$ cat config.mk
export PLATFORM = sky130hd
export DESIGN_NAME = seq_detect_ctrl
export DESIGN_NICKNAME = d
export VERILOG_FILES = /design/src/rtl/seq_ctrl_pkg.sv /design/src/rtl/seq_pattern_match.sv /design/src/rtl/seq_detect_ctrl.sv
export SDC_FILE = /design/constraint.sdc
export NUM_CORES = 1
export LEC_CHECK = 0
export CORE_AREA = 2 2 85 71
export DETAILED_ROUTE_END_ITERATION = 8
export DIE_AREA = 0 0 87 73
export PLACE_DENSITY = 0.61
export SLEW_MARGIN = 40
export SYNTH_ARGS = -nofsm -noshare
export SYNTH_HDL_FRONTEND = slang
export SYNTH_SLANG_ARGS = --single-unit
$ cat constraint.sdc
create_clock -name clk -period 3.87 [get_ports clk]
set_input_delay 0.5805 -clock clk [delete_from_list [all_inputs] [get_ports clk]]
set_output_delay 0.5805 -clock clk [all_outputs]
set_load 0.02 [all_outputs]
$ cat src/rtl/seq_ctrl_pkg.sv
// seq_ctrl_pkg
//   Shared definitions for the serial pattern detector controller:
//   FSM state encoding, default parameter values and a saturating
//   increment helper used by the match counter.
package seq_ctrl_pkg;

  typedef enum logic [1:0] {
    IDLE  = 2'd0,
    ARMED = 2'd1,
    SHIFT = 2'd2,
    DONE  = 2'd3
  } state_t;

  localparam int DEF_DATA_W = 8;
  localparam int DEF_PAT_W  = 4;
  localparam int DEF_CNT_W  = 8;

  // Width needed to hold the values 0..n inclusive.
  function automatic int count_width(input int n);
    return (n < 1) ? 1 : $clog2(n + 1);
  endfunction

endpackage

$ cat src/rtl/seq_pattern_match.sv
// seq_pattern_match
//   Bit-serial pattern matcher. Keeps the last PAT_W bits received and a
//   fill count of bits seen since the last clear (saturating at PAT_W).
//   A match is flagged combinationally in the cycle the completing bit is
//   presented; the caller registers it.
// Ports
//   clk, rst   clock, synchronous active-high reset
//   bit_valid  data_bit is a new stream bit this cycle
//   data_bit   serial bit, earliest bit ends up in history[PAT_W-1]
//   clear      wipe history and fill (start of a run)
//   pattern    pattern to compare against
//   overlap    1 = keep fill after a match, 0 = restart fill after a match
//   match      a match completes on this cycle's bit
module seq_pattern_match
  import seq_ctrl_pkg::*;
#(
  parameter int PAT_W = DEF_PAT_W
) (
  input  logic             clk,
  input  logic             rst,
  input  logic             bit_valid,
  input  logic             data_bit,
  input  logic             clear,
  input  logic [PAT_W-1:0] pattern,
  input  logic             overlap,
  output logic             match
);

  localparam int FILL_W = count_width(PAT_W);
  localparam logic [FILL_W-1:0] FILL_FULL = FILL_W'(PAT_W);

  logic [PAT_W-1:0]  history_reg, history_next, shifted;
  logic [FILL_W-1:0] fill_reg, fill_next, fill_inc;
  logic              hit;

  // History shifted by one with the new bit entering at position 0;
  // written per bit so PAT_W = 1 needs no special slice.
  genvar gi;
  generate
    for (gi = 0; gi < PAT_W; gi++) begin : g_hist
      if (gi == 0) begin : g_lsb
        assign shifted[gi] = data_bit;
      end else begin : g_upper
        assign shifted[gi] = history_reg[gi-1];
      end
    end
  endgenerate

  assign fill_inc = (fill_reg == FILL_FULL) ? fill_reg : fill_reg + FILL_W'(1);
  assign hit      = bit_valid && !clear && (fill_inc == FILL_FULL) && (shifted == pattern);
  assign match    = hit;

  always_comb begin
    history_next = history_reg;
    fill_next    = fill_reg;
    if (clear) begin
      history_next = '0;
      fill_next    = '0;
    end else if (bit_valid) begin
      history_next = shifted;
      // Non-overlapping mode needs a full fresh window before the next match.
      fill_next    = (hit && !overlap) ? '0 : fill_inc;
    end
  end

  always_ff @(posedge clk) begin
    if (rst) begin
      history_reg <= '0;
      fill_reg    <= '0;
    end else begin
      history_reg <= history_next;
      fill_reg    <= fill_next;
    end
  end

endmodule

$ cat src/rtl/seq_detect_ctrl.sv
// seq_detect_ctrl
//   Controller/sequencer for a serial pattern detector. Accepts words on a
//   valid/ready handshake, serialises them MSB first one bit per clock,
//   counts pattern matches and ends the run at a programmed threshold
//   (checked only at word boundaries).
// Build option
//   SEQ_CTRL_IRQ_EN  when defined, irq is a sticky flag set by the done
//                    pulse or counter saturation and cleared by irq_clr
//                    (set wins). When undefined, irq is tied low.
// Ports
//   clk, rst        clock, synchronous active-high reset
//   start, stop     run control pulses (stop has priority)
//   cfg_pattern     pattern, bit PAT_W-1 is the earliest bit
//   cfg_overlap     overlapping (1) / non-overlapping (0) detection
//   cfg_threshold   match count ending the run, 0 = run until stop
//   in_valid, in_data, in_ready   word input handshake
//   busy            not IDLE
//   match_pulse     registered pulse, cycle after the completing bit
//   match_count     saturating match count of current/last run
//   done            one-cycle pulse when the run completes
//   irq, irq_clr    sticky interrupt and its clear
module seq_detect_ctrl
  import seq_ctrl_pkg::*;
#(
  parameter int DATA_W = DEF_DATA_W,
  parameter int PAT_W  = DEF_PAT_W,
  parameter int CNT_W  = DEF_CNT_W
) (
  input  logic              clk,
  input  logic              rst,
  input  logic              start,
  input  logic              stop,
  input  logic [PAT_W-1:0]  cfg_pattern,
  input  logic              cfg_overlap,
  input  logic [CNT_W-1:0]  cfg_threshold,
  input  logic              in_valid,
  input  logic [DATA_W-1:0] in_data,
  output logic              in_ready,
  output logic              busy,
  output logic              match_pulse,
  output logic [CNT_W-1:0]  match_count,
  output logic              done,
  output logic              irq,
  input  logic              irq_clr
);

  localparam int BIT_W = (DATA_W > 1) ? $clog2(DATA_W) : 1;
  localparam logic [BIT_W-1:0] LAST_BIT  = BIT_W'(DATA_W - 1);
  localparam logic [CNT_W-1:0] CNT_MAX   = {CNT_W{1'b1}};

  state_t             state_reg, state_next;
  logic [DATA_W-1:0]  shift_reg;
  logic [BIT_W-1:0]   bit_cnt_reg;
  logic [CNT_W-1:0]   count_reg, count_next;
  logic               match_pulse_reg;
  logic [PAT_W-1:0]   pattern_reg;
  logic               overlap_reg;
  logic [CNT_W-1:0]   threshold_reg;

  logic start_ok, accept, bit_valid, last_bit, match, thr_hit;

  // stop masks every other event in the cycle it is asserted.
  assign start_ok  = (state_reg == IDLE)  && start    && !stop;
  assign accept    = (state_reg == ARMED) && in_valid && !stop;
  assign bit_valid = (state_reg == SHIFT) && !stop;
  assign last_bit  = (bit_cnt_reg == LAST_BIT);

  seq_pattern_match #(
    .PAT_W(PAT_W)
  ) u_match (
    .clk      (clk),
    .rst      (rst),
    .bit_valid(bit_valid),
    .data_bit (shift_reg[DATA_W-1]),
    .clear    (start_ok),
    .pattern  (pattern_reg),
    .overlap  (overlap_reg),
    .match    (match)
  );

  always_comb begin
    count_next = count_reg;
    if (match) begin
      count_next = (count_reg == CNT_MAX) ? count_reg : count_reg + CNT_W'(1);
    end
  end

  // Uses count_next so a match on the word's final bit counts for this word.
  assign thr_hit = (threshold_reg != '0) && (count_next >= threshold_reg);

  // FSM: state register
  always_ff @(posedge clk) begin
    if (rst) state_reg <= IDLE;
    else     state_reg <= state_next;
  end

  // FSM: next-state logic
  always_comb begin
    state_next = state_reg;
    if (stop) begin
      state_next = IDLE;
    end else begin
      case (state_reg)
        IDLE:    if (start)    state_next = ARMED;
        ARMED:   if (in_valid) state_next = SHIFT;
        SHIFT:   if (last_bit) state_next = thr_hit ? DONE : ARMED;
        DONE:    state_next = IDLE;
        default: state_next = IDLE;
      endcase
    end
  end

  // FSM: outputs
  always_comb begin
    in_ready = (state_reg == ARMED);
    busy     = (state_reg != IDLE);
    done     = (state_reg == DONE);
  end

  // Word shifter, bit counter, match counter and latched configuration.
  always_ff @(posedge clk) begin
    if (rst) begin
      shift_reg       <= '0;
      bit_cnt_reg     <= '0;
      count_reg       <= '0;
      match_pulse_reg <= 1'b0;
      pattern_reg     <= '0;
      overlap_reg     <= 1'b0;
      threshold_reg   <= '0;
    end else begin
      match_pulse_reg <= match;
      if (start_ok) begin
        pattern_reg   <= cfg_pattern;
        overlap_reg   <= cfg_overlap;
        threshold_reg <= cfg_threshold;
        count_reg     <= '0;
      end
      if (accept) begin
        shift_reg   <= in_data;
        bit_cnt_reg <= '0;
      end
      if (bit_valid) begin
        shift_reg   <= shift_reg << 1;
        bit_cnt_reg <= bit_cnt_reg + BIT_W'(1);
        count_reg   <= count_next;
      end
    end
  end

  assign match_pulse = match_pulse_reg;
  assign match_count = count_reg;

`ifdef SEQ_CTRL_IRQ_EN
  logic irq_reg;
  logic irq_set;

  assign irq_set = (state_reg == DONE) || (match && (count_next == CNT_MAX));

  always_ff @(posedge clk) begin
    if (rst)          irq_reg <= 1'b0;
    else if (irq_set) irq_reg <= 1'b1;
    else if (irq_clr) irq_reg <= 1'b0;
  end

  assign irq = irq_reg;
`else
  logic unused_irq_clr;
  assign unused_irq_clr = irq_clr;
  assign irq = 1'b0;
`endif

endmodule

==> impl_metrics.env, run 1 <==
export IMPL_status="finished clean"
export IMPL_synth_compound_area_frac=0.1912
export IMPL_tightest_slew_ns=0.5260
export IMPL_grt_overflow_total=0
export IMPL_power_leakage_nw=0.9583
export IMPL_r2r_setup_slack_ns=0.95
export IMPL_synth_xor_area_frac=0.04044
export IMPL_gp_congestion=0.8342
export IMPL_max_stage_delay_ns=0.52
export IMPL_synthToLayoutAreaGrowth_pct=24.49
export IMPL_clk_latency_ns=0.30
export IMPL_antenna_left=0
export IMPL_drt_first_pass_iters=4
export IMPL_synth_seq_cells=41
export IMPL_cts_buffers=5
export IMPL_required_ns=4.05
export IMPL_syn_mean_instance_area_sq_um=7.963
export IMPL_drt_wl_total_mm=4.784
export IMPL_critPathLaunchType="input pin"
export IMPL_clk_path_buf_depth=2
export IMPL_min_to="overlap_reg"
export IMPL_synth_area_sq_um=2166
export IMPL_vias=1925
export IMPL_yosysTopAreaCellShare=0.3790
export IMPL_setup_violations=0
export IMPL_hp_class="reg -> reg"
export IMPL_via_per_inst=5.120
export IMPL_hold_path_startpoint="overlap_reg"
export IMPL_synth_area_top_cells="dfxtp_1, a21oi_1, nand2_1"
export IMPL_drive_gt1_frac=0.06472
export IMPL_clock_skew_ns=0.007005
export IMPL_cp_data_arrival_time_ns=3.32
export IMPL_drv_cap=0
export IMPL_grt_pass1_vias=1769
export IMPL_cp_max_fo=7
export IMPL_max_freq_mhz=319.4
export IMPL_cts_hold_buf=0
export IMPL_synth_simple_area_share=0.2542
export IMPL_io_pins=40
export IMPL_synth_ff_type="dfxtp_1"
export IMPL_worstReg2RegStart="u_match.fill_reg[0]"
export IMPL_cts_resized=0
export IMPL_reg2reg_depth=14
export IMPL_cp_cell_sequence="clkdlybuf4s50_1 > nor3b_2 > nand4_2 > nor4b_2 > buf_4 > xnor2_1 > ha_1 > nand2b_1 > a21o_1 > a21o_1 > a21oi_1 > o2111a_1 > nor4_1"
export IMPL_finalCritPeriodShare=0.8091
export IMPL_reg2reg_to="state_reg[1]"
export IMPL_yosys_area_share_adder=0.07510
export IMPL_route_detailed_drc=0
export IMPL_hold_depth=2
export IMPL_die_h_um=73
export IMPL_yosys_area_top_type="dfxtp_1"
export IMPL_crit_top_cell="a21o_1"
export IMPL_power_density_nw_per_um2=299.2
export IMPL_end_kind="register"
export IMPL_post_cts_buffers=0
export IMPL_critPathKind="in -> reg"
export IMPL_cpMaxStageDelayCell="clkdlybuf4s50_1"
export IMPL_cts_tree="yes"
export IMPL_grt_max_degree=21
export IMPL_slew_headroom=0.6494
export IMPL_hpwlAfterDp_mm=3.475
export IMPL_slew_violations=0
export IMPL_synth_mux_area_frac=0.009821
export IMPL_syn_nets=312
export IMPL_grt_pass1_wl_mm=8.086
export IMPL_rsz0062_at_grt="no"
export IMPL_coreArea_sq_um=5599
export IMPL_root_buffer="clkbuf_8"
export IMPL_report_final_hold_viol_count=0
export IMPL_clk_pin_slew_worst_paths_ns=0.09
export IMPL_netlist_instances=272
export IMPL_nNetsFinal=348
export IMPL_min_period_ns=3.131
export IMPL_io_buffers=37
export IMPL_start_util=0.3868
export IMPL_grt_antenna_before_repair=0
export IMPL_dieArea_sq_um=6351
export IMPL_clock_sinks=41
export IMPL_wl_per_cell_um=12.72
export IMPL_ys_async_sr_fraction=0
export IMPL_row_count=25
export IMPL_gr_usage_all_layers=0.1602
export IMPL_synth_top_family_by_area="simple AND/OR/NAND/NOR gates"
export IMPL_diodes=0
export IMPL_fin_util=0.4816
export IMPL_ir_drop_mv=0.2519
export IMPL_ys_warn_count=0
export IMPL_synth_cell_types=43
export IMPL_setup_tns_ns=0
export IMPL_synth_edf_count=0
export IMPL_h_tree_depth=2
export IMPL_drt_iter0_drc=100
export IMPL_ys_seq_area_frac=0.3790
export IMPL_die_w_um=87
## synthesized netlist by cell type, types with 2 or more instances
cell	number
nor2_1	11
o31ai_1	2
nand2b_1	7
nor2b_1	4
a21oi_1	43
o21ai_1	2
nand3b_1	4
nor3_1	6
a22oi_1	8
o21ai_0	9
dfxtp_1	41
nor4_1	3
nand4_1	3
or3_1	2
nand2_1	49
nand3_1	4
a21o_1	2
xnor2_1	9
ha_1	13
inv_1	14
and3_1	3
clkbuf_1	11
and2_1	2
## placed cells by master (no fill, tap or decap), types with 2 or more instances in the layout
master,Yosys,final
and2_1,2,2
nand3_1,4,4
clkdlybuf4s50_1,0,37
nand2b_1,7,7
o21ai_0,9,9
o21ai_1,2,2
ha_1,13,13
nand2_1,49,49
nor2_1,11,11
a21o_1,2,2
a22oi_1,8,8
nand4_1,3,3
nor4_1,3,3
nand3b_1,4,4
nor2b_1,4,4
or3_1,2,2
o31ai_1,2,2
inv_1,14,14
nor3_1,6,6
clkinvlp_4,0,3
xnor2_1,9,9
buf_4,1,5
and3_1,3,3
dfxtp_1,41,41
a21oi_1,43,43
clkbuf_8,0,5
## cell families (layout without fill, tap and decap cells)
logic type / Yosys count / after routing
adders and majority gates: 13 / 13
DFF: 41 / 41
xor gates and xnor gates: 10 / 10
buffers and inverters: 27 / 64
and+or+nand+nor: 106 / 106
other: 1 / 1
AOI/OAI and AO/OA: 72 / 72
muxes: 2 / 2
## area by class of cell
class,count,area [sq um]
clock inverters,3,22.52
multi-input cells,204,1240
fillers,554,2903
repair buffers,42,407.9
flip-flops and latches,41,820.8
inverters,14,52.55
clock buffers,5,68.82
well taps,67,83.83
## where the power goes
part	internal, W	leakage [nW]	switching [W]	total (W)
clock	0.000127	0.0364	0.000165	0.000292
combinational	0.0000417	0.590	0.0000373	0.0000790
sequential	0.000430	0.332	0.00000633	0.000436
## critical path: cells and delay by family
| kind | cells | cell delay [ns] |
|---|---|---|
| AOI/OAI and AO/OA | 4 | 0.66 |
| xor gates and xnor gates | 1 | 0.12 |
| adders and majority gates | 1 | 0.24 |
| buffers and inverters | 2 | 0.71 |
| and+or+nand+nor | 5 | 1.01 |
## routing by layer
layer  routed length, um  GRT usage
met4                  24    0.03125
met1                2535     0.2284
met2                2081     0.2511
met3                 142    0.03394
met5                   0          0
## per-stage QoR
stage | area [sq um] | hold WS, ns | power, W | worst slack (ns) | std cells
3_5_place_dp | 2605 | 0.4518 | 0.0005256 | 0.4426 | 368
3_3_place_gp | 2605 | 0.4461 | 0.0005250 | 0.4755 | 368
6_report | 2696 | 0.4583 | 0.0008067 | 0.7389 | 376
2_1_floorplan | 2166 | 0.4363 | 0.0004857 | 1.065 | 272
4_1_cts | 2696 | 0.4636 | 0.0008166 | 0.7692 | 376
5_1_grt | 2696 | 0.4780 | 0.0008454 | 0.5283 | 376
## worst max path at each step
stage,to,slack (ns),startpoint
finish,state_reg[1],0.74,stop
global route,state_reg[1],0.53,stop
CTS,state_reg[1],0.77,stop
detailed placement,state_reg[1],0.44,stop
global placement,state_reg[1],0.48,stop
floorplan,state_reg[1],1.07,u_match.fill_reg[0]
(Power assumes the default switching activity.)
==> inputs of run 2 (changes only) <==
Clock period 3.87 ns to 3.3 ns, I/O delays scaled along.
==> run 2 against run 1 <==
  * Core utilization up 0.38 points
  * Highest routed layer unchanged
  * Largest power group unchanged
  * Setup slack got worse by 0.37 ns
  * Clock-buffer cell count unchanged
  * Cell area rose by 0.79%
  * Critical path depth fell by 1
  * Global-route usage grew 0.34 points
  * Sequential share of layout area fell by 0.24 points
  * Register-to-register slack got worse by 0.58 ns
  * Power is 17% higher
  * Sequential power grew 17%
  * Critical path type is now reg -> reg
  * Cell count increased by 0.80%
==> impl_metrics.env, run 2 (synthesis results as in run 1) <==
export IMPL_status="finished clean"
export IMPL_r2r_setup_slack_ns=0.37
export IMPL_grt_max_degree=22
export IMPL_path_buf_inv=2
export IMPL_drt_iter0_drc=84
export IMPL_report_final_hold_viol_count=0
export IMPL_h_tree_depth=2
export IMPL_max_stage_delay_ns=0.41
export IMPL_crit_family="compound AO/OA/AOI/OAI gates"
export IMPL_p_int_w=0.0007048
export IMPL_io_pins=40
export IMPL_cp_cell_sequence="inv_1 > ha_1 > a21bo_1 > a211o_1 > nor3_4 > buf_4 > nand3_1 > mux2_2 > ha_1 > nand4_1 > o2111a_1 > nor4_1"
export IMPL_antenna_left=0
export IMPL_slew_headroom=0.6458
export IMPL_cts_tree="yes"
export IMPL_drive_gt1_frac=0.07372
export IMPL_seq_power_share=0.542
export IMPL_clk_path_buf_depth=2
export IMPL_drt_first_pass_iters=4
export IMPL_cpMaxStageDelayCell="dfxtp_1"
export IMPL_setup_tns_ns=0
export IMPL_wl_per_cell_um=12.77
export IMPL_grt_overflow_total=0
export IMPL_grt_pass1_vias=1825
export IMPL_power_leakage_nw=0.9811
export IMPL_min_period_ns=2.928
export IMPL_comb_power_share=0.101
export IMPL_post_cts_buffers=0
export IMPL_critPathKind="reg -> reg"
export IMPL_end_kind="register"
export IMPL_max_freq_mhz=341.5
export IMPL_cp_max_fo=7
export IMPL_start_util=0.3868
export IMPL_tightest_slew_ns=0.5312
export IMPL_route_detailed_drc=0
export IMPL_setup_violations=0
export IMPL_fin_area_sq_um=2718
export IMPL_place_area_sq_um=2628
export IMPL_root_buffer="clkbuf_8"
export IMPL_n_fill_cell=561
export IMPL_clock_sinks=41
export IMPL_cts_buffers=5
export IMPL_critPathLaunchType="register"
export IMPL_row_count=25
export IMPL_dieArea_sq_um=6351
export IMPL_drv_cap=0
export IMPL_power_density_nw_per_um2=347.3
export IMPL_cts_hold_buf=0
export IMPL_hp_class="reg -> reg"
export IMPL_diodes=0
export IMPL_clk_pin_slew_worst_paths_ns=0.09
export IMPL_layout_commonest_cell="nand2_1"
export IMPL_required_ns=3.51
export IMPL_finalCritPeriodShare=0.8872
export IMPL_p_sw_frac=0.2533
export IMPL_coreArea_sq_um=5599
export IMPL_hpwlAfterDp_mm=3.543
export IMPL_drt_wl_total_mm=4.838
export IMPL_p_clk_frac=0.358
export IMPL_ir_drop_mv=0.1792
export IMPL_rsz0062_at_grt="no"
export IMPL_io_buffers=37
export IMPL_die_w_um=87
export IMPL_crit_top_cell="ha_1"
export IMPL_cp_data_arrival_time_ns=3.14
export IMPL_gr_usage_all_layers=0.1636
export IMPL_slew_violations=0
export IMPL_synthToLayoutAreaGrowth_pct=25.48
export IMPL_clock_skew_ns=0.006680
export IMPL_nNetsFinal=351
export IMPL_clk_latency_ns=0.29
export IMPL_grt_antenna_before_repair=0
export IMPL_multiInputGateArea_sq_um=1240
export IMPL_seqCellArea_sq_um=820.8
export IMPL_via_per_inst=5.098
export IMPL_power_switching_w=0.0002391
export IMPL_die_h_um=73
export IMPL_gp_congestion=0.8362
export IMPL_grt_pass1_wl_mm=8.217
export IMPL_vias=1932
export IMPL_cts_resized=0
export IMPL_final_cell_mix="nand2_1, a21oi_1, dfxtp_1"
## run 2: cell types whose count changed in the layout (fill, tap and decap cells not counted), sizes merged
cell,previous run,this run
buf,5,8
clkinvlp,3,1
clkinv,0,1
inv,14,15
## run 2: final timing paths
check                           cells past startpoint            to                start
worst max-delay path                               12  state_reg[1]  u_match.fill_reg[0]
worst min-delay path                                2  shift_reg[2]         shift_reg[2]
worst max register to register                     12  state_reg[1]  u_match.fill_reg[0]
worst min register to register                      2  shift_reg[2]         shift_reg[2]
## run 2: through the flow
step           std cells  hold slack [ns]  worst slack, ns    util  total power (W)
6_report             379           0.4616           0.3721  0.4854        0.0009439
3_5_place_dp         371           0.4498          0.06735  0.4693        0.0006189
5_1_grt              379           0.4716           0.1297  0.4854        0.0009945
2_1_floorplan        272           0.4363           0.4950       -        0.0005696
4_1_cts              379           0.4623           0.3536  0.4854        0.0009568
3_3_place_gp         371           0.4454           0.1147  0.4693        0.0006177
## run 2: area by class of cell
type | instances | share of cell area
inverters | 14 | 0.01934
multi-input cells | 204 | 0.4563
clock inverters | 3 | 0.007827
well taps | 67 | 0.03085
clock buffers | 5 | 0.02532
repair buffers | 45 | 0.1584
flip-flops and latches | 41 | 0.3020
## run 2: layer usage
metal	global-route usage	routed length [um]
met2	0.2570	2149
met1	0.2243	2435
met3	0.03620	203
met5	0	0
met4	0.05035	50
## run 2: power by group through the flow
stage	sequential (W)	clock, W	combinational (W)
CTS	0.000511	0.000349	0.0000964
floorplan	0.000521	0	0.0000486
finish	0.000511	0.000338	0.0000949
global route	0.000513	0.000376	0.000106
global placement	0.000523	0	0.0000947
detailed placement	0.000523	0	0.0000957
## run 2: tightest hold or removal path: cells and delay by family, from the launching register on
kind	cells	cell delay, ns
AO/OA/AOI/OAI	1	0.05
flip-flops	1	0.32
AND/OR/NAND/NOR	1	0.05
==> inputs of run 3 (changes only) <==
Settings changed: ABC_AREA set to 1, CORE_AREA 2 2 85 71 to 2 2 88 73, DIE_AREA 0 0 87 73 to 0 0 90 75, PLACE_DENSITY 0.61 to 0.7.
==> run 3 against run 2 <==
  * Critical path type is now in -> reg
  * First-iteration DRC count rose by 21%
  * Synthesized cell count rose by 31%
  * Non-clock buffer count fell by 6
  * Highest routed layer unchanged
  * Die area rose by 6.3%
==> impl_metrics.env, run 3 <==
export IMPL_cp_cell_sequence="clkdlybuf4s50_1 > nor2_8 > nand3_1 > nor2_4 > nand2_1 > and2_1 > ha_1 > a21oi_1 > nor3_1 > nor3_1 > nand2_1 > nand2_1 > a21oi_1"
export IMPL_fin_area_sq_um=2937
export IMPL_synth_seq_cells=41
export IMPL_cp_max_fo=9
export IMPL_syn_mean_instance_area_sq_um=6.614
export IMPL_cpMaxStageDelayCell="clkdlybuf4s50_1"
export IMPL_synth_cell_types=28
export IMPL_drt_first_pass_iters=4
export IMPL_cp_depth=13
export IMPL_row_count=25
export IMPL_max_freq_mhz=389.3
export IMPL_power_leakage_nw=1.259
export IMPL_clk_path_buf_depth=2
export IMPL_diodes=0
export IMPL_min_period_ns=2.569
export IMPL_die_w_um=90
export IMPL_yosys_area_top_type="dfxtp_1"
export IMPL_drt_iter0_drc=102
export IMPL_nNetsFinal=434
export IMPL_ys_async_sr_fraction=0
export IMPL_cp_data_arrival_time_ns=2.76
export IMPL_place_area_sq_um=2803
export IMPL_coreArea_sq_um=5818
export IMPL_yosysTopAreaCellShare=0.3486
export IMPL_post_cts_buffers=0
export IMPL_cts_hold_buf=0
export IMPL_crit_family="simple AND/OR/NAND/NOR gates"
export IMPL_use_met1=0.2268
export IMPL_required_ns=3.49
export IMPL_via_per_inst=4.794
export IMPL_drive_gt1_frac=0.06329
export IMPL_clk_latency_ns=0.30
export IMPL_power_density_nw_per_um2=390.6
export IMPL_clock_sinks=41
export IMPL_rsz0062_at_grt="no"
export IMPL_io_buffers=37
export IMPL_synth_area_sq_um=2355
export IMPL_reg2reg_depth=19
export IMPL_cts_buffers=5
export IMPL_n_fill_cell=621
export IMPL_path_buf_inv=1
export IMPL_grt_antenna_before_repair=0
export IMPL_tightest_slew_ns=0.5979
export IMPL_hold_depth=1
export IMPL_h_tree_depth=2
export IMPL_antenna_left=0
export IMPL_status="finished clean"
export IMPL_clock_skew_ns=0.006522
export IMPL_cts_resized=0
export IMPL_critPathLaunchType="input pin"
export IMPL_synthToLayoutAreaGrowth_pct=24.71
export IMPL_use_met3=0.04705
export IMPL_layout_commonest_cell="nand2_1"
export IMPL_final_cell_mix="nand2_1, inv_1, dfxtp_1"
export IMPL_ir_drop_mv=0.1713
export IMPL_end_kind="register"
export IMPL_drt_wl_total_mm=5.347
export IMPL_clk_pin_slew_worst_paths_ns=0.08
export IMPL_ys_seq_area_frac=0.3486
export IMPL_vias=2282
export IMPL_use_met2=0.2815
export IMPL_gp_congestion=0.8429
export IMPL_grt_max_degree=25
export IMPL_slew_violations=0
export IMPL_syn_nets=396
export IMPL_synth_most_common_cell="nand2_1"
export IMPL_gr_usage_all_layers=0.1724
export IMPL_synth_edf_count=0
export IMPL_synth_area_top_cells="dfxtp_1, nand2_1, a21oi_1"
export IMPL_route_detailed_drc=0
export IMPL_crit_top_cell="nand2_1"
export IMPL_setup_violations=0
export IMPL_report_final_hold_viol_count=0
export IMPL_grt_pass1_wl_mm=9.446
export IMPL_cts_tree="yes"
export IMPL_top_usage_layer="met2"
export IMPL_start_util=0.4047
export IMPL_die_h_um=75
export IMPL_grt_pass1_vias=2149
export IMPL_drv_cap=0
export IMPL_critPathKind="in -> reg"
export IMPL_hpwlAfterDp_mm=4.065
export IMPL_finalCritPeriodShare=0.7785
export IMPL_synthTopCellsByCount="nand2_1, inv_1, dfxtp_1"
export IMPL_slew_headroom=0.5999
export IMPL_io_pins=40
export IMPL_ys_warn_count=0
export IMPL_wl_per_cell_um=11.23
export IMPL_grt_overflow_total=0
export IMPL_max_stage_delay_ns=0.56
export IMPL_synth_ff_type="dfxtp_1"
export IMPL_hp_class="reg -> reg"
export IMPL_dieArea_sq_um=6750
export IMPL_setup_tns_ns=0
export IMPL_root_buffer="clkbuf_8"
export IMPL_netlist_instances=356
run 3: cell count changes in the layout (fill, tap and decap cells not counted), moves of 8 or more:
cell | before | now
nand2_1 | 49 | 101
a22oi_1 | 8 | 0
nand3_1 | 4 | 21
xnor2_1 | 9 | 0
nor2_1 | 11 | 25
inv_1 | 14 | 45
run 3: kinds of logic (layout without fill, tap and decap cells):
family,Yosys count,after routing,synth area share
other cells,1,1,0.001593
fa+ha+maj,13,13,0.06908
xor+xnor,2,2,0.007440
flops,41,41,0.3486
simple gates,169,169,0.3215
buf+inv,60,99,0.09936
compound gates,70,70,0.1525
run 3: cell type report:
cell class / instances / area [sq um] / share of cell area
multi-input cells: 255 / 1300 / 0.4427
repair buffers: 39 / 385.4 / 0.1312
well taps: 81 / 101.3 / 0.03451
clock buffers: 5 / 68.82 / 0.02343
inverters: 52 / 195.2 / 0.06647
clock inverters: 3 / 65.06 / 0.02216
flip-flops and latches: 41 / 820.8 / 0.2795
run 3: final timing paths:
check / end / from / slack (ns)
setup reg to reg: state_reg[1] / u_match.fill_reg[0] / 0.78
hold / removal: bit_cnt_reg[0] / bit_cnt_reg[0] / 0.47
hold reg to reg: bit_cnt_reg[0] / bit_cnt_reg[0] / 0.47
setup / recovery: state_reg[1] / stop / 0.73
run 3: stage by stage:
step / std cells / hold slack, ns / util / setup slack [ns] / power [W]
floorplan: 356 / 0.4321 / - / 1.090 / 0.0006216
global placement: 468 / 0.4523 / 0.4817 / 0.4309 / 0.0006776
detailed placement: 468 / 0.4656 / 0.4817 / 0.3928 / 0.0006794
CTS: 476 / 0.4746 / 0.5047 / 0.7081 / 0.001156
global route: 476 / 0.4894 / 0.5047 / 0.5411 / 0.001201
finish: 476 / 0.4710 / 0.5047 / 0.7310 / 0.001147
run 3: routing by layer:
metal	vias up	routed length [um]
met5	-	0
met2	48	2257
met4	0	78
met3	10	287
met1	1007	2723
li1	1217	-
run 3: report_power, final:
part           total (W)  internal [W]  switching (W)
sequential      0.000524      0.000512      0.0000116
combinational   0.000145     0.0000622      0.0000826
clock           0.000479      0.000300       0.000178
total            0.00115      0.000875       0.000272
